File: config.mk
export PLATFORM = sky130hd
export DESIGN_NAME = qeciphy_tx_scheduler
export DESIGN_NICKNAME = d
export VERILOG_FILES = /design/src/rtl/qeciphy_pkg.sv /design/src/rtl/qeciphy_period_counter.sv /design/src/rtl/qeciphy_tx_scheduler.sv
export SDC_FILE = /design/constraint.sdc
export NUM_CORES = 1
export LEC_CHECK = 0
export ABC_AREA = 1
export CORE_MARGIN = 2
export CORE_UTILIZATION = 40
export CTS_CLUSTER_SIZE = 14
export DETAILED_ROUTE_END_ITERATION = 7
export GPL_TIMING_DRIVEN = 1
export PLACE_DENSITY = 0.75
export SYNTH_ARGS = -nofsm -noshare
export SYNTH_HDL_FRONTEND = slang
export SYNTH_SLANG_ARGS = --single-unit
File: constraint.sdc
create_clock -name tx_clk -period 2.5 [get_ports tx_clk]
set_clock_uncertainty 0.05 [all_clocks]
set_input_delay 0.375 -clock tx_clk [delete_from_list [all_inputs] [get_ports tx_clk]]
set_output_delay 0.375 -clock tx_clk [all_outputs]
set_load 0.05 [all_outputs]
File: src/rtl/qeciphy_pkg.sv
// Shared QECIPHY definitions: frame type encodings, the ALIGN payload and
// the TX scheduler state encoding. Used by the TX scheduler, the channel
// encoder and the RX decoder so all three agree on the wire format.
package qeciphy_pkg;

    // Two-bit frame type carried alongside every 64-bit frame payload.
    typedef enum logic [1:0] {
        FT_IDLE   = 2'b00,
        FT_DATA   = 2'b01,
        FT_STATUS = 2'b10,
        FT_ALIGN  = 2'b11
    } frame_type_e;

    // Fixed ALIGN pattern; rich in transitions so the far end can lock on it.
    localparam logic [63:0] ALIGN_WORD = 64'hBC5A_3CC3_A55A_BC3C;

    // Link bring-up / power-down sequencing states of the TX scheduler.
    typedef enum logic [1:0] {
        ST_INIT    = 2'd0,
        ST_ACTIVE  = 2'd1,
        ST_PD_WAIT = 2'd2,
        ST_PD_IDLE = 2'd3
    } tx_state_e;

    // STATUS payload: {pd_ack, pd_req, rx_rdy} in the low bits, rest zero.
    function automatic logic [63:0] status_payload(input logic [2:0] triple);
        return {61'h0, triple};
    endfunction

endpackage

File: src/rtl/qeciphy_period_counter.sv
// Saturating period counter. Counts increment strobes up to PERIOD-1 and
// holds there, flagging `due_o`, until cleared. Clear wins over increment.
module qeciphy_period_counter #(
    parameter int PERIOD = 64
) (
    input  logic clk_i,
    input  logic rst_i,
    input  logic clear_i,
    input  logic inc_i,
    output logic due_o
);

    localparam int              W       = $clog2(PERIOD);
    localparam logic [W-1:0]    DUE_VAL = W'(PERIOD - 1);

    logic [W-1:0] count_q;
    logic [W-1:0] count_d;

    assign due_o = (count_q == DUE_VAL);

    // Next count: clear, else step unless already saturated at the due value.
    always_comb begin
        count_d = count_q;
        if (clear_i) begin
            count_d = '0;
        end else if (inc_i && !due_o) begin
            count_d = count_q + 1'b1;
        end
    end

    // Count register with synchronous reset.
    always_ff @(posedge clk_i) begin
        if (rst_i) begin
            count_q <= '0;
        end else begin
            count_q <= count_d;
        end
    end

endmodule

File: src/rtl/qeciphy_tx_scheduler.sv
// QECIPHY TX frame scheduler. Chooses, for each output slot, one of STATUS,
// ALIGN, DATA (from the TX FIFO) or IDLE, and sequences link bring-up and
// power-down. One register stage between the FIFO and the encoder.
//
// Handshakes:
//   FIFO side    - a word moves when i_valid && o_ready at a rising edge;
//                  o_ready never depends on o_ready-side state beyond this
//                  cycle and is only high when the word is actually loaded.
//   Encoder side - a frame moves when o_frame_valid && i_frame_ready at a
//                  rising edge; the output register only reloads when it is
//                  empty or its current frame is being accepted, so a frame
//                  is held stable while i_frame_ready is low.
module qeciphy_tx_scheduler
    import qeciphy_pkg::*;
#(
    parameter int ALIGN_PERIOD  = 1024,
    parameter int STATUS_REPEAT = 64
) (
    input  logic        tx_clk,
    input  logic        tx_rst,
    input  logic        i_rx_rdy,
    input  logic        i_remote_rx_rdy,
    input  logic        i_pd_req,
    input  logic        i_pd_ack,
    input  logic [63:0] i_data,
    input  logic        i_valid,
    output logic        o_ready,
    output logic        o_allow_user_tx,
    output logic [63:0] o_frame_data,
    output logic [1:0]  o_frame_type,
    output logic        o_frame_valid,
    input  logic        i_frame_ready,
    output logic [1:0]  o_dbg_state
);

    tx_state_e   state_q;
    tx_state_e   state_d;
    frame_type_e sel;
    frame_type_e type_q;
    logic [63:0] data_q;
    logic [63:0] payload;
    logic        valid_q;
    logic        allow_q;
    logic [2:0]  last_q;
    logic [2:0]  status_now;
    logic        pending_q;
    logic        pending_d;
    logic        load;
    logic        link_up;
    logic        status_diff;
    logic        status_pend;
    logic        align_due;
    logic        status_due;
    logic        pd_rise;
    logic        enter_active;
    logic        align_clr;
    logic        status_clr;
    logic        cnt_inc;

    assign load        = !valid_q || i_frame_ready;
    assign link_up     = i_rx_rdy && i_remote_rx_rdy;
    assign status_now  = {i_pd_ack, i_pd_req, i_rx_rdy};
    assign status_diff = (status_now != last_q);
    assign status_pend = pending_q || status_diff || status_due;
    // Compared against what the far end was last told, not the previous cycle.
    assign pd_rise     = i_pd_req && !last_q[1];

    // Slot selection and next state; state only advances on load cycles,
    // except a link drop in ACTIVE which is taken immediately.
    always_comb begin
        state_d = state_q;
        sel     = FT_IDLE;
        unique case (state_q)
            ST_INIT: begin
                sel = FT_ALIGN;
                if (load && link_up) begin
                    state_d = ST_ACTIVE;
                end
            end
            ST_ACTIVE: begin
                if (!link_up) begin
                    sel     = FT_ALIGN;
                    state_d = ST_INIT;
                end else begin
                    if (status_pend) begin
                        sel = FT_STATUS;
                    end else if (align_due) begin
                        sel = FT_ALIGN;
                    end else if (i_valid) begin
                        sel = FT_DATA;
                    end else begin
                        sel = FT_IDLE;
                    end
                    if (load && pd_rise) begin
                        state_d = ST_PD_WAIT;
                    end
                end
            end
            ST_PD_WAIT: begin
                sel = FT_STATUS;
                if (load && i_pd_ack) begin
                    state_d = ST_PD_IDLE;
                end
            end
            ST_PD_IDLE: begin
                sel = FT_IDLE;
                if (load && !i_pd_req) begin
                    state_d = ST_INIT;
                end
            end
            default: begin
                sel     = FT_ALIGN;
                state_d = ST_INIT;
            end
        endcase
    end

    // Payload for the selected frame type.
    always_comb begin
        payload = 64'h0;
        unique case (sel)
            FT_ALIGN:  payload = ALIGN_WORD;
            FT_STATUS: payload = status_payload(status_now);
            FT_DATA:   payload = i_data;
            default:   payload = 64'h0;
        endcase
    end

    // Pending STATUS: latched on change or repeat timeout, dropped when sent.
    always_comb begin
        pending_d = pending_q;
        if (load) begin
            if (sel == FT_STATUS) begin
                pending_d = 1'b0;
            end else begin
                pending_d = pending_q || status_diff || status_due;
            end
        end
    end

    assign enter_active = (state_q == ST_INIT) && (state_d == ST_ACTIVE);
    assign align_clr    = enter_active || (load && (sel == FT_ALIGN));
    assign status_clr   = enter_active || (load && (sel == FT_STATUS));
    assign cnt_inc      = load && (state_q == ST_ACTIVE);

    qeciphy_period_counter #(
        .PERIOD (ALIGN_PERIOD)
    ) u_align_cnt (
        .clk_i   (tx_clk),
        .rst_i   (tx_rst),
        .clear_i (align_clr),
        .inc_i   (cnt_inc),
        .due_o   (align_due)
    );

    qeciphy_period_counter #(
        .PERIOD (STATUS_REPEAT)
    ) u_status_cnt (
        .clk_i   (tx_clk),
        .rst_i   (tx_rst),
        .clear_i (status_clr),
        .inc_i   (cnt_inc),
        .due_o   (status_due)
    );

    // State, output frame register and last-sent status triple.
    always_ff @(posedge tx_clk) begin
        if (tx_rst) begin
            state_q   <= ST_INIT;
            allow_q   <= 1'b0;
            valid_q   <= 1'b0;
            type_q    <= FT_IDLE;
            data_q    <= 64'h0;
            last_q    <= 3'b000;
            pending_q <= 1'b0;
        end else begin
            state_q   <= state_d;
            allow_q   <= (state_d == ST_ACTIVE);
            pending_q <= pending_d;
            if (load) begin
                valid_q <= 1'b1;
                type_q  <= sel;
                data_q  <= payload;
                if (sel == FT_STATUS) begin
                    last_q <= status_now;
                end
            end
        end
    end

    assign o_ready         = !tx_rst && load && (sel == FT_DATA);
    assign o_allow_user_tx = allow_q;
    assign o_frame_data    = data_q;
    assign o_frame_type    = type_q;
    assign o_frame_valid   = valid_q;
    assign o_dbg_state     = state_q;

endmodule

==> run summary, run 1 <==
Synth Net Count - 551
fin worst setup slack - 206.5 ps
drt wl/cell - 13.14 µm
Finished Layout Cells - 730
final design utilization - 0.6123
antenna-violating nets left - 0
power per cell area - 557.3 nW/µm²
die width - 99.05 µm
reg2reg end - o_frame_data[19]$_SDFFE_PP0N_
DR iter-0 viols - 123
status - complete, no violations
FF-to-FF path depth - 10
most common cell in the netlist - nand2_1
Netlist cell types - 30
synth warn - 0
initial antenna violation count - 0
GRT Total Usage - 0.1935
FF+latch count, synth - 90
# rows - 34
DRC viols - 0
placed instance area - 5171 µm²
pre-CTS setup slack - 32.61 ps
Max Fclk - 436.0 MHz
Hold Path Depth - 3
top cell type's share of synthesized area - 0.4986
Synth Cell Area - 3613 µm²
Worst Path Max Fanout - 4
Final period util - 0.9174
vias in the first global route - 3,426
Worst Tran Pin Value - 544.7 ps
clock buffers created by TritonCTS - 9
buffers added on ports - 142
hold path endpoint - last_q[1]$_SDFFE_PP0P_
largest net degree at the start of global routing - 35
GPL Wtd Cong - 0.8588
maxcap violations - 0
hold path start - i_pd_req
final hold viol count - 0
area grow syn2layout - 47.78%
sequential share of the synthesized area - 0.4986
startpoint class of the critical path - input pin
final total power - 2.976 mW
fin. max-slew vios - 0
CTS tree - built
max_slew headroom - 0.6358
ys flop type - dfxtp_1
final setup TNS - 0 ps
initial core utilization - 0.4143
crit path DAT - 1870 ps
first-pass GRT wire length - 15.59 mm
Clock Latency Late Sink - 340 ps
Lkg Pwr - 2.168 nW
Post-synth ARST share - 0
Die Y - 99.05 µm
layout cell share with drive strength beyond 1 - 0.06109
Worst Path Required - 2080 ps
Hold Crit Class - input pin to flip-flop
HPWL after detailed placement - 6.895 mm
core area - 8721 µm²
Avg Vias per Cell - 4.885
Synth area leader - dfxtp_1
EDFF count, synth - 0
routed vias - 3,566
CP endpoint kind - output pin
Layout Nets - 693
die area - 9810 µm²
Antenna Cells - 0
CTS sink cnt - 90
CTS max path bufs - 2
synth top area cells - dfxtp_1 (50%), nand2_1 (15%), a21oi_1 (6.2%), nand3_1 (6.0%), nor2_1 (3.6%)
Syn Area/Cell - 7.591 µm²
Hold WS - 361.5 ps
reg-to-reg slack, setup - 520 ps
R2R Path Start - u_align_cnt.count_q[0]$_SDFFE_PP0P_
fin area - 5340 µm²
RSZ-0062 raised after global routing - no
most frequent cells after synthesis - nand2_1 (142), dfxtp_1 (90), a21oi_1 (45)
I/O pin cnt - 143
final wirelength - 9.591 mm
kind of critical path - input pin to output pin
Root Driver - clkbuf_8
clock-pin slew on the worst setup and hold paths - 80 ps
H-tree depth - 3
Final setup viols - 0
Cells after DPL - 715
minimum clock period - 2293 ps
grt ovf - 0
first drt pass iteration count - 4
peak supply drop - 0.2633 mV
Post-Syn Instances - 476
critical path, cell delays in order:
cell             delay, ps
clkdlybuf4s50_1        490
inv_1                   90
nand2_1                 60
nand2_1                 50
nor2_1                  90
nand3_1                130
buf_4                  170
nor3_1                 120
nand2_1                 90
clkinv_2                70
buf_12                 130
cell type report:
type | instances | area (µm²)
clock buffer | 11 | 131.4
clock inverter | 4 | 30.03
fill | 785 | 3381
multi-input combinational | 334 | 1592
inverter | 28 | 106.4
timing repair buffer | 155 | 1544
sequential | 90 | 1802
tap | 108 | 135.1
worst max-delay path by stage:
stage	from	end	slack [ps]	cells past startpoint
3_3_place_gp	i_pd_req	o_frame_data[52]$_SDFFE_PP0N_	100	11
5_1_grt	u_align_cnt.count_q[0]$_SDFFE_PP0P_	o_ready	60	10
6_report	i_pd_ack	o_ready	210	11
4_1_cts	i_pd_req	o_ready	90	11
3_5_place_dp	i_pd_req	o_frame_data[19]$_SDFFE_PP0N_	30	11
2_1_floorplan	o_dbg_state[0]$_SDFF_PP0_	o_ready	340	8
logic make-up after synthesis:
| group | Yosys count | synth area share |
|---|---|---|
| compound gates | 86 | 0.1243 |
| simple gates | 233 | 0.2739 |
| flops | 90 | 0.4986 |
| fa+ha+maj | 3 | 0.01039 |
| xor+xnor | 12 | 0.02909 |
| buf+inv | 52 | 0.06371 |
what timing repair did:
item,in CTS,in global routing
gates resized for setup,0,3
buffers inserted,0,0
setup endpoints to repair,0,1
hold buffers,0,0
metal layers:
| layer | vias up | routed length [µm] | GRT usage |
|---|---|---|---|
| met3 | 14 | 589 | 0.05887 |
| met5 | - | 0 | 0 |
| met1 | 1644 | 4027 | 0.2362 |
| met2 | 92 | 4789 | 0.3243 |
| met4 | 0 | 184 | 0.06639 |
| li1 | 1816 | - | - |
state kept, by name (all words and copies together), names as in the netlist:
name                  cells
u_align_cnt.count_q      10
o_dbg_state               2
o_frame_data             64
last_q                    3
u_status_cnt.count_q      6
pending_q                 1
o_allow_user_tx           1
o_frame_type              2
o_frame_valid             1
cell usage in the layout (no fill, tap or decap), types with 2 or more instances in the layout:
cell / instances
o21ai_0: 23
dfxtp_1: 90
clkdlybuf4s50_1: 140
nand3_1: 43
nand2_1: 141
nor2_2: 2
xnor2_1: 2
inv_1: 27
buf_12: 2
a21oi_1: 45
buf_4: 12
clkbuf_1: 2
nor2_1: 34
clkinvlp_4: 4
clkbuf_8: 9
ha_1: 3
nor2_4: 3
nand4_1: 2
xor2_1: 10
o21ai_1: 14
nor3_1: 2
report_power, final:
part	internal [mW]	switching, mW	total, mW
clock	0.357	0.484	0.841
combinational	0.245	0.363	0.608
sequential	1.49	0.0332	1.53
total	2.10	0.880	2.98
Note: power is estimated with default switching activity, not from simulation.
==> inputs of run 2 (changes only) <==
ABC_AREA = not set   (was 1)
==> run 2 against run 1 <==
Sequential cell count unchanged; final cell count is 13% lower; die area down 0.59%; synthesized area is 0.62% lower; non-clock buffer count rose by 1; combinational power fell by 3%; global-route usage up 0.92 points; via count fell by 4.3%; worst setup slack got worse by 160 ps.
==> run summary, run 2 <==
ys flop type - dfxtp_1
xor/xnor share of the synthesized area - 0.03659
max_slew headroom - 0.2021
H-tree depth - 3
CP bufs+invs - 4
Worst path slowest cell - clkdlybuf4s50_1
Die Y - 98.75 µm
setup bufs post-CTS - 0
fraction of synthesized area in multiplexers - 0.005575
Syn Area/Cell - 9.279 µm²
GPL Wtd Cong - 0.8465
CTS tree - built
crit path DAT - 2020 ps
most common cell after layout, fill and taps aside - clkdlybuf4s50_1
Root Driver - clkbuf_8
delay-heaviest family, CP - buffers and inverters
RSZ-0062 raised after global routing - no
largest net degree at the start of global routing - 43
drt wl/cell - 15.46 µm
Post-synth ARST share - 0
Hold Crit Class - input pin to flip-flop
first drt pass iteration count - 4
Synth Net Count - 462
Gate power share - 0.180
vias in the first global route - 3,390
R2R Path Start - u_status_cnt.count_q[0]$_SDFFE_PP0P_
clock buffers created by TritonCTS - 9
first-pass GRT wire length - 16.33 mm
fin. max-slew vios - 0
routed vias - 3,413
CTS sink cnt - 90
status - complete, no violations
final wirelength - 9.819 mm
minimum clock period - 2449 ps
DRC viols - 0
FF+latch count, synth - 90
DR iter-0 viols - 137
HPWL after detailed placement - 6.874 mm
buffers added on ports - 142
# rows - 34
hold buffers post-CTS - 0
Worst Path Required - 2080 ps
sw power - 0.8951 mW
FF-to-FF path depth - 9
GRT Total Usage - 0.2026
final design utilization - 0.6146
most frequent cells in the layout - clkdlybuf4s50_1 (139), dfxtp_1 (90), nand2_1 (54)
Adder-Cell Fraction of Synth Area - 0.01045
Avg Vias per Cell - 5.375
internal power - 2.403 mW
Hold Path Depth - 2
layout cell share with drive strength beyond 1 - 0.07400
Post-Syn Instances - 387
final hold viol count - 0
Synth Cell Area - 3591 µm²
Clk pwr share - 0.358
crit-path cells - clkdlybuf4s50_1 -> ha_1 -> nand2b_1 -> buf_4 -> nor4_2 -> buf_4 -> buf_12
Synth Area in Compound Gates - 0.2418
Antenna Cells - 0
Net Sw Frac - 0.2714
kind of critical path - input pin to output pin
core area - 8721 µm²
number of flip-flops in the largest register - 64
Worst Path Max Fanout - 5
sequential share of the synthesized area - 0.5017
initial core utilization - 0.4118
maxcap violations - 0
most frequent cells after synthesis - dfxtp_1 (90), nand2_1 (54), a21oi_1 (38)
CP startpoint - i_pd_req
Worst Tran Pin Value - 1196 ps
most used cell, CP - buf_4
Lkg Pwr - 1.977 nW
area grow syn2layout - 49.27%
synth top area cells - dfxtp_1 (50%), o211ai_1 (7.5%), a22o_1 (6.8%), nand2_1 (5.6%), a21oi_1 (5.3%)
Synth area leader - dfxtp_1
initial antenna violation count - 0
Max Fclk - 408.4 MHz
final setup TNS - 0 ps
grt ovf - 0
reg-to-reg slack, setup - 490 ps
startpoint class of the critical path - input pin
antenna-violating nets left - 0
peak supply drop - 0.4592 mV
die width - 98.75 µm
largest family of logic cells by synthesized area - compound AO/OA/AOI/OAI gates
most common cell in the netlist - dfxtp_1
Final period util - 0.9795
EDFF count, synth - 0
die area - 9752 µm²
register area - 1802 µm²
simple-gate share of the synthesized area - 0.1554
CTS max path bufs - 2
area occupied by multi-input gates - 1630 µm²
Final setup viols - 0
Netlist cell types - 40
top cell type's share of synthesized area - 0.5017
CP endpoint kind - output pin
hold path endpoint - pending_q$_SDFFE_PP0N_
Layout Nets - 598
I/O pin cnt - 143
reg2reg end - o_frame_data[1]$_SDFFE_PP0N_
synth warn - 0
sequential share of power - 0.462
power per cell area - 615.2 nW/µm²
hold path start - tx_rst
Clock Latency Late Sink - 350 ps
peak per-stage delay on the critical path - 480 ps
clock-pin slew on the worst setup and hold paths - 80 ps
# fillers - 744
[run 2: how the worst max path moves through the flow]
stage	cells after the start	slack, ps	to
floorplan	4	310	o_ready
global placement	5	90	o_frame_data[0]$_SDFFE_PP0N_
detailed placement	9	40	o_frame_data[1]$_SDFFE_PP0N_
CTS	7	70	o_ready
global route	7	3	o_ready
finish	7	50	o_ready
[run 2: power by group through the flow]
stage	Clock, mW	Combinational, mW	Sequential, mW
final	1.18	0.592	1.52
after global routing	1.26	0.630	1.53
after CTS	1.21	0.595	1.52
after detailed placement	0	0.592	1.56
after global placement	0	0.586	1.55
after floorplan	0	0.149	1.74
[run 2: layout make-up]
cell class	instances	share of cell area
Clock buffer	9	0.02311
Clock inverter	6	0.02148
Inverter	2	0.001401
Multi-Input combinational cell	264	0.3042
Sequential cell	90	0.3361
Tap cell	108	0.02521
Timing Repair Buffer	156	0.2885
[run 2: per-stage QoR]
stage | setup WS, ps | cells | area [µm²] | power [mW] | hold slack (ps)
after global routing | 3.035 | 635 | 5360 | 3.424 | 298.0
after global placement | 92.45 | 620 | 5119 | 2.140 | 387.1
final | 51.36 | 635 | 5360 | 3.298 | 279.2
after detailed placement | 36.13 | 620 | 5119 | 2.148 | 394.3
after CTS | 67.89 | 635 | 5358 | 3.332 | 257.0
after floorplan | 311.2 | 387 | 3591 | 1.884 | 397.3
[run 2: what timing repair did]
item	4_1_cts	5_1_grt
endpoints found under the setup margin	0	1
endpoints found under the hold margin	0	0
resized for setup	0	1
[run 2: kinds of logic after synthesis]
family                     Yosys count
and+or+nand+nor                    119
DFF                                 90
muxes                                2
buffers and inverters               33
xor gates and xnor gates            15
adders and majority gates            3
AOI/OAI and AO/OA                  125
[run 2: worst register-to-register path: cells and delay by family (launching register included)]
kind | cells | cell delay, ps
compound gates | 2 | 230
fa+ha+maj | 1 | 250
buf+inv | 3 | 590
flops | 1 | 340
simple gates | 3 | 500
[run 2: metal layers]
metal	track usage	share of wire	vias to the layer above
li1	-	-	1674
met5	0	0	-
met1	0.2549	0.44	1594
met2	0.3254	0.46	128
met4	0.06639	0.018	0
met3	0.07163	0.082	17
==> inputs of run 3 (changes only) <==
PLACE_DENSITY = 0.77   (was 0.75)
==> run 3 against run 2 <==
Worst setup slack better by 63 ps; sequential power about the same; worst hold slack better by 8.6 ps; critical endpoint unchanged; routed wire length up 2.0%; sequential cell count unchanged; non-clock buffer count down 1; highest routed layer unchanged; maximum frequency up 2.6%; sequential share of layout area up 0.22 points; combinational power about the same; design area down 0.65%; largest power group unchanged.
==> run summary, run 3 (synthesized netlist as in run 2, its figures left out) <==
Worst path slowest cell - clkdlybuf4s50_1
Final setup viols - 0
CTS sink cnt - 90
# fillers - 750
power per cell area - 586.9 nW/µm²
initial antenna violation count - 0
crit-path cells - clkdlybuf4s50_1 -> xnor2_1 -> o211ai_1 -> buf_4 -> nor4_2 -> buf_4 -> buf_12
peak supply drop - 0.3167 mV
hold buffers post-CTS - 0
met3 WL - 909 µm
GRT Total Usage - 0.2037
I/O pin cnt - 143
final design utilization - 0.6106
status - complete, no violations
Finished Layout Cells - 635
first drt pass iteration count - 4
Final period util - 0.9542
Hold Crit Class - input pin to flip-flop
maxcap violations - 0
setup bufs post-CTS - 0
DR iter-0 viols - 122
H-tree depth - 3
peak per-stage delay on the critical path - 600 ps
die width - 98.75 µm
initial core utilization - 0.4118
Max Fclk - 419.2 MHz
HPWL after detailed placement - 7.077 mm
area grow syn2layout - 48.29%
RSZ-0062 raised after global routing - no
most frequent cells in the layout - clkdlybuf4s50_1 (140), dfxtp_1 (90), nand2_1 (54)
drt wl/cell - 15.77 µm
metal1 wirelength - 4.263 mm
antenna-violating nets left - 0
vias in the first global route - 3,391
CTS resizes - 0
Root Driver - clkbuf_8
fin. max-slew vios - 0
Clock Latency Late Sink - 350 ps
most used cell, CP - buf_4
max_slew headroom - 0.2124
fin area - 5325 µm²
Cells after DPL - 619
CTS max path bufs - 2
grt ovf - 0
DRC viols - 0
Layout Nets - 597
startpoint class of the critical path - input pin
Worst Tran Pin Value - 1180 ps
first-pass GRT wire length - 16.19 mm
Worst Path Required - 2080 ps
clock-pin slew on the worst setup and hold paths - 80 ps
routed vias - 3,435
Avg Vias per Cell - 5.409
final hold viol count - 0
clock buffers created by TritonCTS - 9
buffers added on ports - 142
routed wl met2 - 4.684 mm
placed instance area - 5124 µm²
crit path DAT - 1960 ps
Lkg Pwr - 1.949 nW
Worst Path Max Fanout - 5
Die Y - 98.75 µm
# rows - 34
final wirelength - 10.01 mm
number of flip-flops in the largest register - 64
core area - 8721 µm²
layout cell share with drive strength beyond 1 - 0.07211
top layer in use - met4
most common cell after layout, fill and taps aside - clkdlybuf4s50_1
GPL Wtd Cong - 0.8680
largest net degree at the start of global routing - 42
minimum clock period - 2385 ps
CP endpoint kind - output pin
Antenna Cells - 0
kind of critical path - input pin to output pin
CTS tree - built
die area - 9752 µm²
-- run 3: power by group --
group,total [mW],leakage [nW],switching [mW],internal [mW]
registers,1.52,0.739,0.0342,1.49
logic,0.593,1.12,0.344,0.249
clock network,1.01,0.0950,0.534,0.475
total,3.13,1.95,0.912,2.21
-- run 3: through the flow --
stage | hold slack, ps | TNS (ps) | worst slack (ps) | total power [mW]
floorplan | 397.3 | 0 | 311.2 | 1.884
global placement | 387.7 | -1.620 | -1.620 | 2.138
detailed placement | 393.2 | -51.87 | -26.41 | 2.149
CTS | 268.1 | 0 | 125.7 | 3.162
global route | 285.4 | 0 | 28.40 | 3.249
finish | 287.8 | 0 | 114.5 | 3.125
-- run 3: area by class of cell --
type	count	area (µm²)	area share
clock inverter	6	73.82	0.01386
inverter	2	7.507	0.001410
clock buffer	10	127.6	0.02397
tap	108	135.1	0.02538
sequential	90	1802	0.3383
multi-input combinational	264	1630	0.3062
timing repair buffer	155	1549	0.2909
-- run 3: final timing paths --
path | start | slack (ps) | cells past startpoint | end
max reg2reg | u_status_cnt.count_q[0]$_SDFFE_PP0P_ | 390 | 9 | o_frame_data[0]$_SDFFE_PP0N_
min | tx_rst | 290 | 2 | pending_q$_SDFFE_PP0N_
min reg2reg | o_frame_data[11]$_SDFFE_PP0N_ | 410 | 2 | o_frame_data[11]$_SDFFE_PP0N_
max | i_pd_ack | 110 | 7 | o_ready
-- run 3: routing by layer --
layer / track usage / up-vias
li1: - / 1667
met1: 0.2498 / 1608
met2: 0.3233 / 149
met3: 0.07163 / 11
met4: 0.08957 / 0
met5: 0 / -
-- run 3: worst max-delay path, delay by kind of cell --
kind	cells	cell delay, ps
and+or+nand+nor	1	230
buffers and inverters	4	1080
xor gates and xnor gates	1	150
AOI/OAI and AO/OA	1	130
